**src/rtl/bot_batch_distributor_pkg.sv**
```systemverilog
// Shared pipeline globals for the bot batch distributor: lane count,
// bot/permute widths and the distributor FSM state encoding.
package bot_batch_distributor_pkg;

  localparam int NUMBER_OF_PERMUTATORS = 4;
  localparam int BOT_W                 = 128;
  localparam int PERM_W                = 6;
  localparam int ISSUED_W              = 32;

  typedef logic [BOT_W-1:0]  bot_t;
  typedef logic [PERM_W-1:0] perm_t;

  typedef enum logic [1:0] {
    SELECT = 2'd0,
    STREAM = 2'd1,
    DONE   = 2'd2
  } state_e;

endpackage

```
**src/rtl/bot_batch_distributor_if.sv**
```systemverilog
// Bot stream interface: upstream bot handshake, per-lane permutator outputs,
// per-lane slowdown requests and the batch counter.
interface bot_batch_distributor_if
  import bot_batch_distributor_pkg::*;
#(
  parameter int NUM_LANES = NUMBER_OF_PERMUTATORS
);

  bot_t                         bot_in;
  perm_t                        bot_in_permutes;
  logic                         bot_in_valid;
  logic                         bot_in_last;
  logic                         bot_in_ready;
  logic [BOT_W*NUM_LANES-1:0]   bots_out;
  logic [PERM_W*NUM_LANES-1:0]  valid_bots_permutes;
  logic [NUM_LANES-1:0]         batches_done;
  logic [NUM_LANES-1:0]         slow_down_inputs;
  logic [ISSUED_W-1:0]          batches_issued;

  // Distributor side.
  modport slave (
    input  bot_in, bot_in_permutes, bot_in_valid, bot_in_last, slow_down_inputs,
    output bot_in_ready, bots_out, valid_bots_permutes, batches_done, batches_issued
  );

  // Upstream source / pipeline side.
  modport master (
    output bot_in, bot_in_permutes, bot_in_valid, bot_in_last, slow_down_inputs,
    input  bot_in_ready, bots_out, valid_bots_permutes, batches_done, batches_issued
  );

endinterface

```
**src/rtl/bot_batch_distributor_rr_lane_picker.sv**
```systemverilog
// Round-robin lane search: starting one past the previous lane, return the
// first lane whose request bit is set.
module rr_lane_picker #(
  parameter int NUM_LANES = 4,
  parameter int LANE_W    = 2
) (
  input  logic [NUM_LANES-1:0] i_req,
  input  logic [LANE_W-1:0]    i_prev,
  output logic [LANE_W-1:0]    o_next,
  output logic                 o_found
);

  // Scan from farthest to nearest so the nearest requesting lane wins.
  always_comb begin
    // NOTE: defaults first so every path assigns the outputs and no latch is inferred.
    o_next  = i_prev;
    o_found = 1'b0;
    for (int k = NUM_LANES; k >= 1; k--) begin
      if (i_req[(int'(i_prev) + k) % NUM_LANES]) begin
        o_found = 1'b1;
        o_next  = LANE_W'((int'(i_prev) + k) % NUM_LANES);
      end
    end
  end

endmodule

```
**src/rtl/bot_batch_distributor.sv**
```systemverilog
// Bot batch distributor: assigns whole batches of bots round-robin to
// permutator lanes, honouring per-lane slowdown, with registered outputs.
module bot_batch_distributor
  import bot_batch_distributor_pkg::*;
#(
  parameter int NUM_LANES      = NUMBER_OF_PERMUTATORS,
  parameter int SLOWDOWN_SLACK = 2
) (
  input  logic                      clk,
  input  logic                      rst,
  bot_batch_distributor_if.slave    io_bus
);

  localparam int LANE_W = (NUM_LANES > 1) ? $clog2(NUM_LANES) : 1;

  // One register stage on slowdown gives one cycle of slack; less than that is unachievable.
  if (SLOWDOWN_SLACK < 1) begin : g_slack_check
    $error("SLOWDOWN_SLACK must be at least 1");
  end

  state_e                      r_state;
  logic [LANE_W-1:0]           r_lane;
  logic [NUM_LANES-1:0]        r_slow_down;
  logic [BOT_W*NUM_LANES-1:0]  r_bots_out;
  logic [PERM_W*NUM_LANES-1:0] r_valid_perm;
  logic [NUM_LANES-1:0]        r_batches_done;
  logic [ISSUED_W-1:0]         r_batches_issued;

  logic [LANE_W-1:0]           w_next_lane;
  logic                        w_found;
  logic                        w_ready;
  logic                        w_accept;

  rr_lane_picker #(
    .NUM_LANES (NUM_LANES),
    .LANE_W    (LANE_W)
  ) u_picker (
    .i_req   (~r_slow_down),
    .i_prev  (r_lane),
    .o_next  (w_next_lane),
    .o_found (w_found)
  );

  // Only streaming to a lane that is not currently slowed accepts beats.
  assign w_ready  = (r_state == STREAM) && !r_slow_down[r_lane] && !rst;
  assign w_accept = w_ready && io_bus.bot_in_valid;

  // Register slowdown requests once before any decision uses them.
  always_ff @(posedge clk) begin
    // NOTE: sequential state uses non-blocking assignments so all registers update together.
    if (rst) r_slow_down <= '0;
    else     r_slow_down <= io_bus.slow_down_inputs;
  end

  // Batch FSM: pick a lane, stream the batch to it, then pulse batch-done.
  always_ff @(posedge clk) begin
    if (rst) begin
      r_state          <= SELECT;
      r_lane           <= LANE_W'(NUM_LANES - 1);
      r_valid_perm     <= '0;
      r_batches_done   <= '0;
      r_batches_issued <= '0;
    end else begin
      r_valid_perm   <= '0;
      r_batches_done <= '0;
      case (r_state)
        SELECT: begin
          if (w_found) begin
            r_lane  <= w_next_lane;
            r_state <= STREAM;
          end
        end
        STREAM: begin
          if (w_accept) begin
            r_valid_perm[PERM_W*int'(r_lane) +: PERM_W] <= io_bus.bot_in_permutes;
            if (io_bus.bot_in_last) r_state <= DONE;
          end
        end
        DONE: begin
          r_batches_done[r_lane] <= 1'b1;
          r_batches_issued       <= r_batches_issued + 1'b1;
          r_state                <= SELECT;
        end
        default: r_state <= SELECT;
      endcase
    end
  end

  // Capture the accepted bot on the current lane; meaningful only where the mask is non-zero.
  always_ff @(posedge clk) begin
    // NOTE: bot data is qualified by the permute mask, so it needs no reset.
    if (w_accept) r_bots_out[BOT_W*int'(r_lane) +: BOT_W] <= io_bus.bot_in;
  end

  assign io_bus.bot_in_ready        = w_ready;
  assign io_bus.bots_out            = r_bots_out;
  assign io_bus.valid_bots_permutes = r_valid_perm;
  assign io_bus.batches_done        = r_batches_done;
  assign io_bus.batches_issued      = r_batches_issued;

endmodule
```
**src/flat_wrapper.sv**
```systemverilog
// flat-port wrapper written by rule: the top's interface ports become plain ports
module bot_batch_distributor_flat import bot_batch_distributor_pkg::*;
#(
  parameter int NUM_LANES      = NUMBER_OF_PERMUTATORS,
  parameter int SLOWDOWN_SLACK = 2
)
  (clk, rst, io_bus_bot_in, io_bus_bot_in_permutes, io_bus_bot_in_valid, io_bus_bot_in_last, io_bus_slow_down_inputs, io_bus_bot_in_ready, io_bus_bots_out, io_bus_valid_bots_permutes, io_bus_batches_done, io_bus_batches_issued);
  bot_batch_distributor_if #(.NUM_LANES(NUM_LANES)) io_bus_i ();
  input  logic clk;
  input  logic rst;
  input wire logic [$bits(io_bus_i.bot_in)-1:0] io_bus_bot_in;
  input wire logic [$bits(io_bus_i.bot_in_permutes)-1:0] io_bus_bot_in_permutes;
  input wire logic [$bits(io_bus_i.bot_in_valid)-1:0] io_bus_bot_in_valid;
  input wire logic [$bits(io_bus_i.bot_in_last)-1:0] io_bus_bot_in_last;
  input wire logic [$bits(io_bus_i.slow_down_inputs)-1:0] io_bus_slow_down_inputs;
  output wire logic [$bits(io_bus_i.bot_in_ready)-1:0] io_bus_bot_in_ready;
  output wire logic [$bits(io_bus_i.bots_out)-1:0] io_bus_bots_out;
  output wire logic [$bits(io_bus_i.valid_bots_permutes)-1:0] io_bus_valid_bots_permutes;
  output wire logic [$bits(io_bus_i.batches_done)-1:0] io_bus_batches_done;
  output wire logic [$bits(io_bus_i.batches_issued)-1:0] io_bus_batches_issued;
  assign io_bus_i.bot_in = io_bus_bot_in;
  assign io_bus_i.bot_in_permutes = io_bus_bot_in_permutes;
  assign io_bus_i.bot_in_valid = io_bus_bot_in_valid;
  assign io_bus_i.bot_in_last = io_bus_bot_in_last;
  assign io_bus_i.slow_down_inputs = io_bus_slow_down_inputs;
  assign io_bus_bot_in_ready = io_bus_i.bot_in_ready;
  assign io_bus_bots_out = io_bus_i.bots_out;
  assign io_bus_valid_bots_permutes = io_bus_i.valid_bots_permutes;
  assign io_bus_batches_done = io_bus_i.batches_done;
  assign io_bus_batches_issued = io_bus_i.batches_issued;
  bot_batch_distributor #(.NUM_LANES(NUM_LANES), .SLOWDOWN_SLACK(SLOWDOWN_SLACK)) u_core (.clk(clk), .rst(rst), .io_bus(io_bus_i));
endmodule
```
**config.mk**
```make
export PLATFORM = sky130hd
export DESIGN_NAME = bot_batch_distributor_flat
export DESIGN_NICKNAME = d
export VERILOG_FILES = /design/src/rtl/bot_batch_distributor_pkg.sv /design/src/rtl/bot_batch_distributor_if.sv /design/src/rtl/bot_batch_distributor_rr_lane_picker.sv /design/src/rtl/bot_batch_distributor.sv /design/src/flat_wrapper.sv
export SDC_FILE = /design/constraint.sdc
export NUM_CORES = 1
export LEC_CHECK = 0
export ABC_CLOCK_PERIOD_IN_PS = 5900
export BUFFER_PORTS_ARGS = -buffer_cell sky130_fd_sc_hd__buf_2
export CAP_MARGIN = 10
export CORE_AREA = 4 4 277 279
export DETAILED_ROUTE_END_ITERATION = 10
export DIE_AREA = 0 0 281 283
export PLACE_DENSITY = 0.51
export SYNTH_ARGS = -nofsm -noshare
export SYNTH_HDL_FRONTEND = slang
export SYNTH_SLANG_ARGS = --single-unit
```
**constraint.sdc**
```tcl
create_clock -name clk -period 5.9 [get_ports clk]
set_input_delay 1.18 -clock clk [delete_from_list [all_inputs] [get_ports clk]]
set_output_delay 1.18 -clock clk [all_outputs]
set_load 0.03 [all_outputs]
```
==> metrics.txt <==
Post-CTS Setup Repair Bufs 0; DR vias 16000; crit path time final 3.72 ns; crit-path cells buf_4 -> mux4_2 -> nor4_1 -> buf_2; Leakage Power 12.5 nW; # IOs 715; Detail Route Antenna Nets 0; most common cell after layout, fill and taps aside buf_2; DPL Wire Length 59100 µm; post-CTS sizing 0; Hold Path Origin u_core.io_bus.batches_issued[19]; fraction of layout cells with a size suffix above 1 37.2%; Fillers 7184; fin nets 2458; synth warn 0; synthesized instance count 1608; CORE AREA 74200 µm²; Worst-Margin Slew 1.20 ns; Fin. Hold Viols 0; IR drop worst, VDD 0.191 mV; Syn Area/Cell 13.7 µm²; end of the worst register-to-register path u_core.io_bus.bots_out[236]; CTS Sinks 580; CP peak stage delay 0.63 ns; dpl ws 2.30 ns; fin crit share 63.1%; die width 281 µm; Clock Root Buffer clkbuf_16; Worst slew margin 20.1%; Yosys top cell area share 69.6%; Seq cells post-synth 580; IO Port Bufs 714; hold endpoint u_core.io_bus.batches_issued[19]; # setup viols final 0; CTS Buf Count 68; RSZ-0062 raised after global routing false; status completed; Tightest Hold Check Type reg2reg; first-pass GRT wire length 117000 µm; worst reg2reg startpoint u_core.r_lane[0]; die area 79500 µm²; async set-reset flop share out of synthesis 0%; Setup Skew 0.0290 ns; Worst setup EP type output port; Worst Path Max Fanout 33; # rows 100; Slew Viols, Final 0; H-tree depth 3; hold_buf cts 0; Syn Nets 1759; clock buffer depth 3; Max Cap Viol 0; Synth area leader edfxtp_1; Area Overhead vs Synth 31.3%; Routability Congestion 0.872; Synth area leaders edfxtp_1 (70%), nor2_1 (7.3%), dfxtp_1 (6.2%); Tot GR Track Use 20.1%; most frequent cells in the layout buf_2 (714), edfxtp_1 (512), nor2_1 (428), and3_1 (132), nand2b_1 (130); hold path cells 2; CTS clk-pin slew, worst paths 0.06 ns; Starting Density 29.8%; FF-to-FF setup slack 2.54 ns; post-synthesis sequential area ratio 75.7%; final hold slack 0.504 ns; worst setup margin 2.18 ns; crit path DAT 2.54 ns; critical path class reg2out; Overflow after GRT 0; critical path startpoint category flip-flop; largest net degree at the start of global routing 83; number of flops mapped to enable cells by yosys 512; Mapped Area 22100 µm²; Die Height 283 µm; post-DR wirelength/cell 25.1 µm; DRC violations left 0; Setup Total Neg Slack 0 ns; slowest stage cell, crit path mux4_2; Top FF cell, synth edfxtp_1; Via density 4.81; Worst Reg-to-Reg Cells 5; Pre-antenna DRT Iters 7; CTS tree done; Initial DRC Count 1530; Max Clk Rate 0.269 GHz; Critical Path RT 4.72 ns; vias in the first global route 15900; clk_lat worst skew 0.61 ns; antenna violations before repair 14; Power Dens Cells 349 nW/µm²; WL final 83500 µm; library cells used by synthesis 57; final core occ 39.1%
-- worst max-delay path by stage --
stage | start | cells after the start | slack [ns] | end
after global placement | rst | 5 | 2.34 | u_core.io_bus.bots_out[236]
final | u_core.r_lane[0] | 4 | 2.18 | io_bus_bot_in_ready
after floorplan | u_core.r_lane[0] | 7 | 0.80 | u_core.io_bus.bots_out[0]
after CTS | u_core.r_lane[0] | 4 | 2.14 | io_bus_bot_in_ready
after detailed placement | rst | 5 | 2.30 | u_core.io_bus.bots_out[213]
after global routing | u_core.r_lane[0] | 4 | 1.99 | io_bus_bot_in_ready
-- sequential cells by signal, indices dropped and copies added (netlist names) --
name,flops
u_core.r_slow_down,4
u_core.io_bus.bots_out,512
u_core.io_bus.valid_bots_permutes,24
u_core.r_lane,2
u_core.io_bus.batches_issued,32
u_core.r_state,2
u_core.io_bus.batches_done,4
-- logic make-up after synthesis --
family	after synthesis	share of synthesized area, %
xor+xnor	11	0.436
mux	21	1.14
buf+inv	118	2.14
flops	580	75.7
compound gates	50	1.47
fa+ha+maj	9	0.510
simple gates	819	18.6
-- critical path: cells and delay by family (launching register included) --
kind | cells | cell delay (ns)
buffers and inverters | 2 | 0.67
multiplexers | 1 | 0.63
AND/OR/NAND/NOR | 1 | 0.27
flip-flops | 1 | 0.37
-- cell usage after synthesis, drive strengths merged, types with 4 or more instances --
library cell and number:
edfxtp 512, o21ai 6, nand2 23, nor4 15
or3 6, and2 10, dfxtp 68, nand4 7
clkbuf 98, buf 9, or4 7, nor3 12
inv 11, mux2i 5, nor3b 4, and3 132
xnor2 10, mux2 14, ha 9, a21oi 19
nor2 428, a22o 4, nor2b 16, nand2b 132
nand3 13, o31ai 7
-- layout make-up --
| cell class | count | area (µm²) | share of cell area [%] |
|---|---|---|---|
| diodes | 2 | 5.00 | 0.0173 |
| clock buffers | 82 | 1810 | 6.22 |
| clock inverters | 41 | 463 | 1.60 |
| inverters | 11 | 43.8 | 0.151 |
| multi-input cells | 910 | 4940 | 17.0 |
| flip-flops and latches | 580 | 16700 | 57.7 |
| well taps | 969 | 1210 | 4.18 |
| repair buffers | 736 | 3800 | 13.1 |
-- through the flow --
stage / std cells / power [mW] / cell area, µm²
final: 3331 / 10.1 / 29000
after global routing: 3329 / 10.5 / 29000
after CTS: 3329 / 10.3 / 29000
after detailed placement: 3206 / 5.98 / 26700
after global placement: 3206 / 5.96 / 26700
after floorplan: 1608 / 5.50 / 22100
-- where the power goes --
part | internal (mW) | switching, mW
logic | 0.319 | 0.905
clock network | 2.52 | 1.74
registers | 4.62 | 0.0307
-- per-layer routing --
metal	GRT usage [%]	vias to the layer above	wire length [µm]
met2	32.9	835	39400
li1	-	7083	-
met1	24.5	7927	31700
met3	6.64	159	8470
met4	8.43	14	3790
met5	0	-	93
Power figures use the tool's default switching activity.
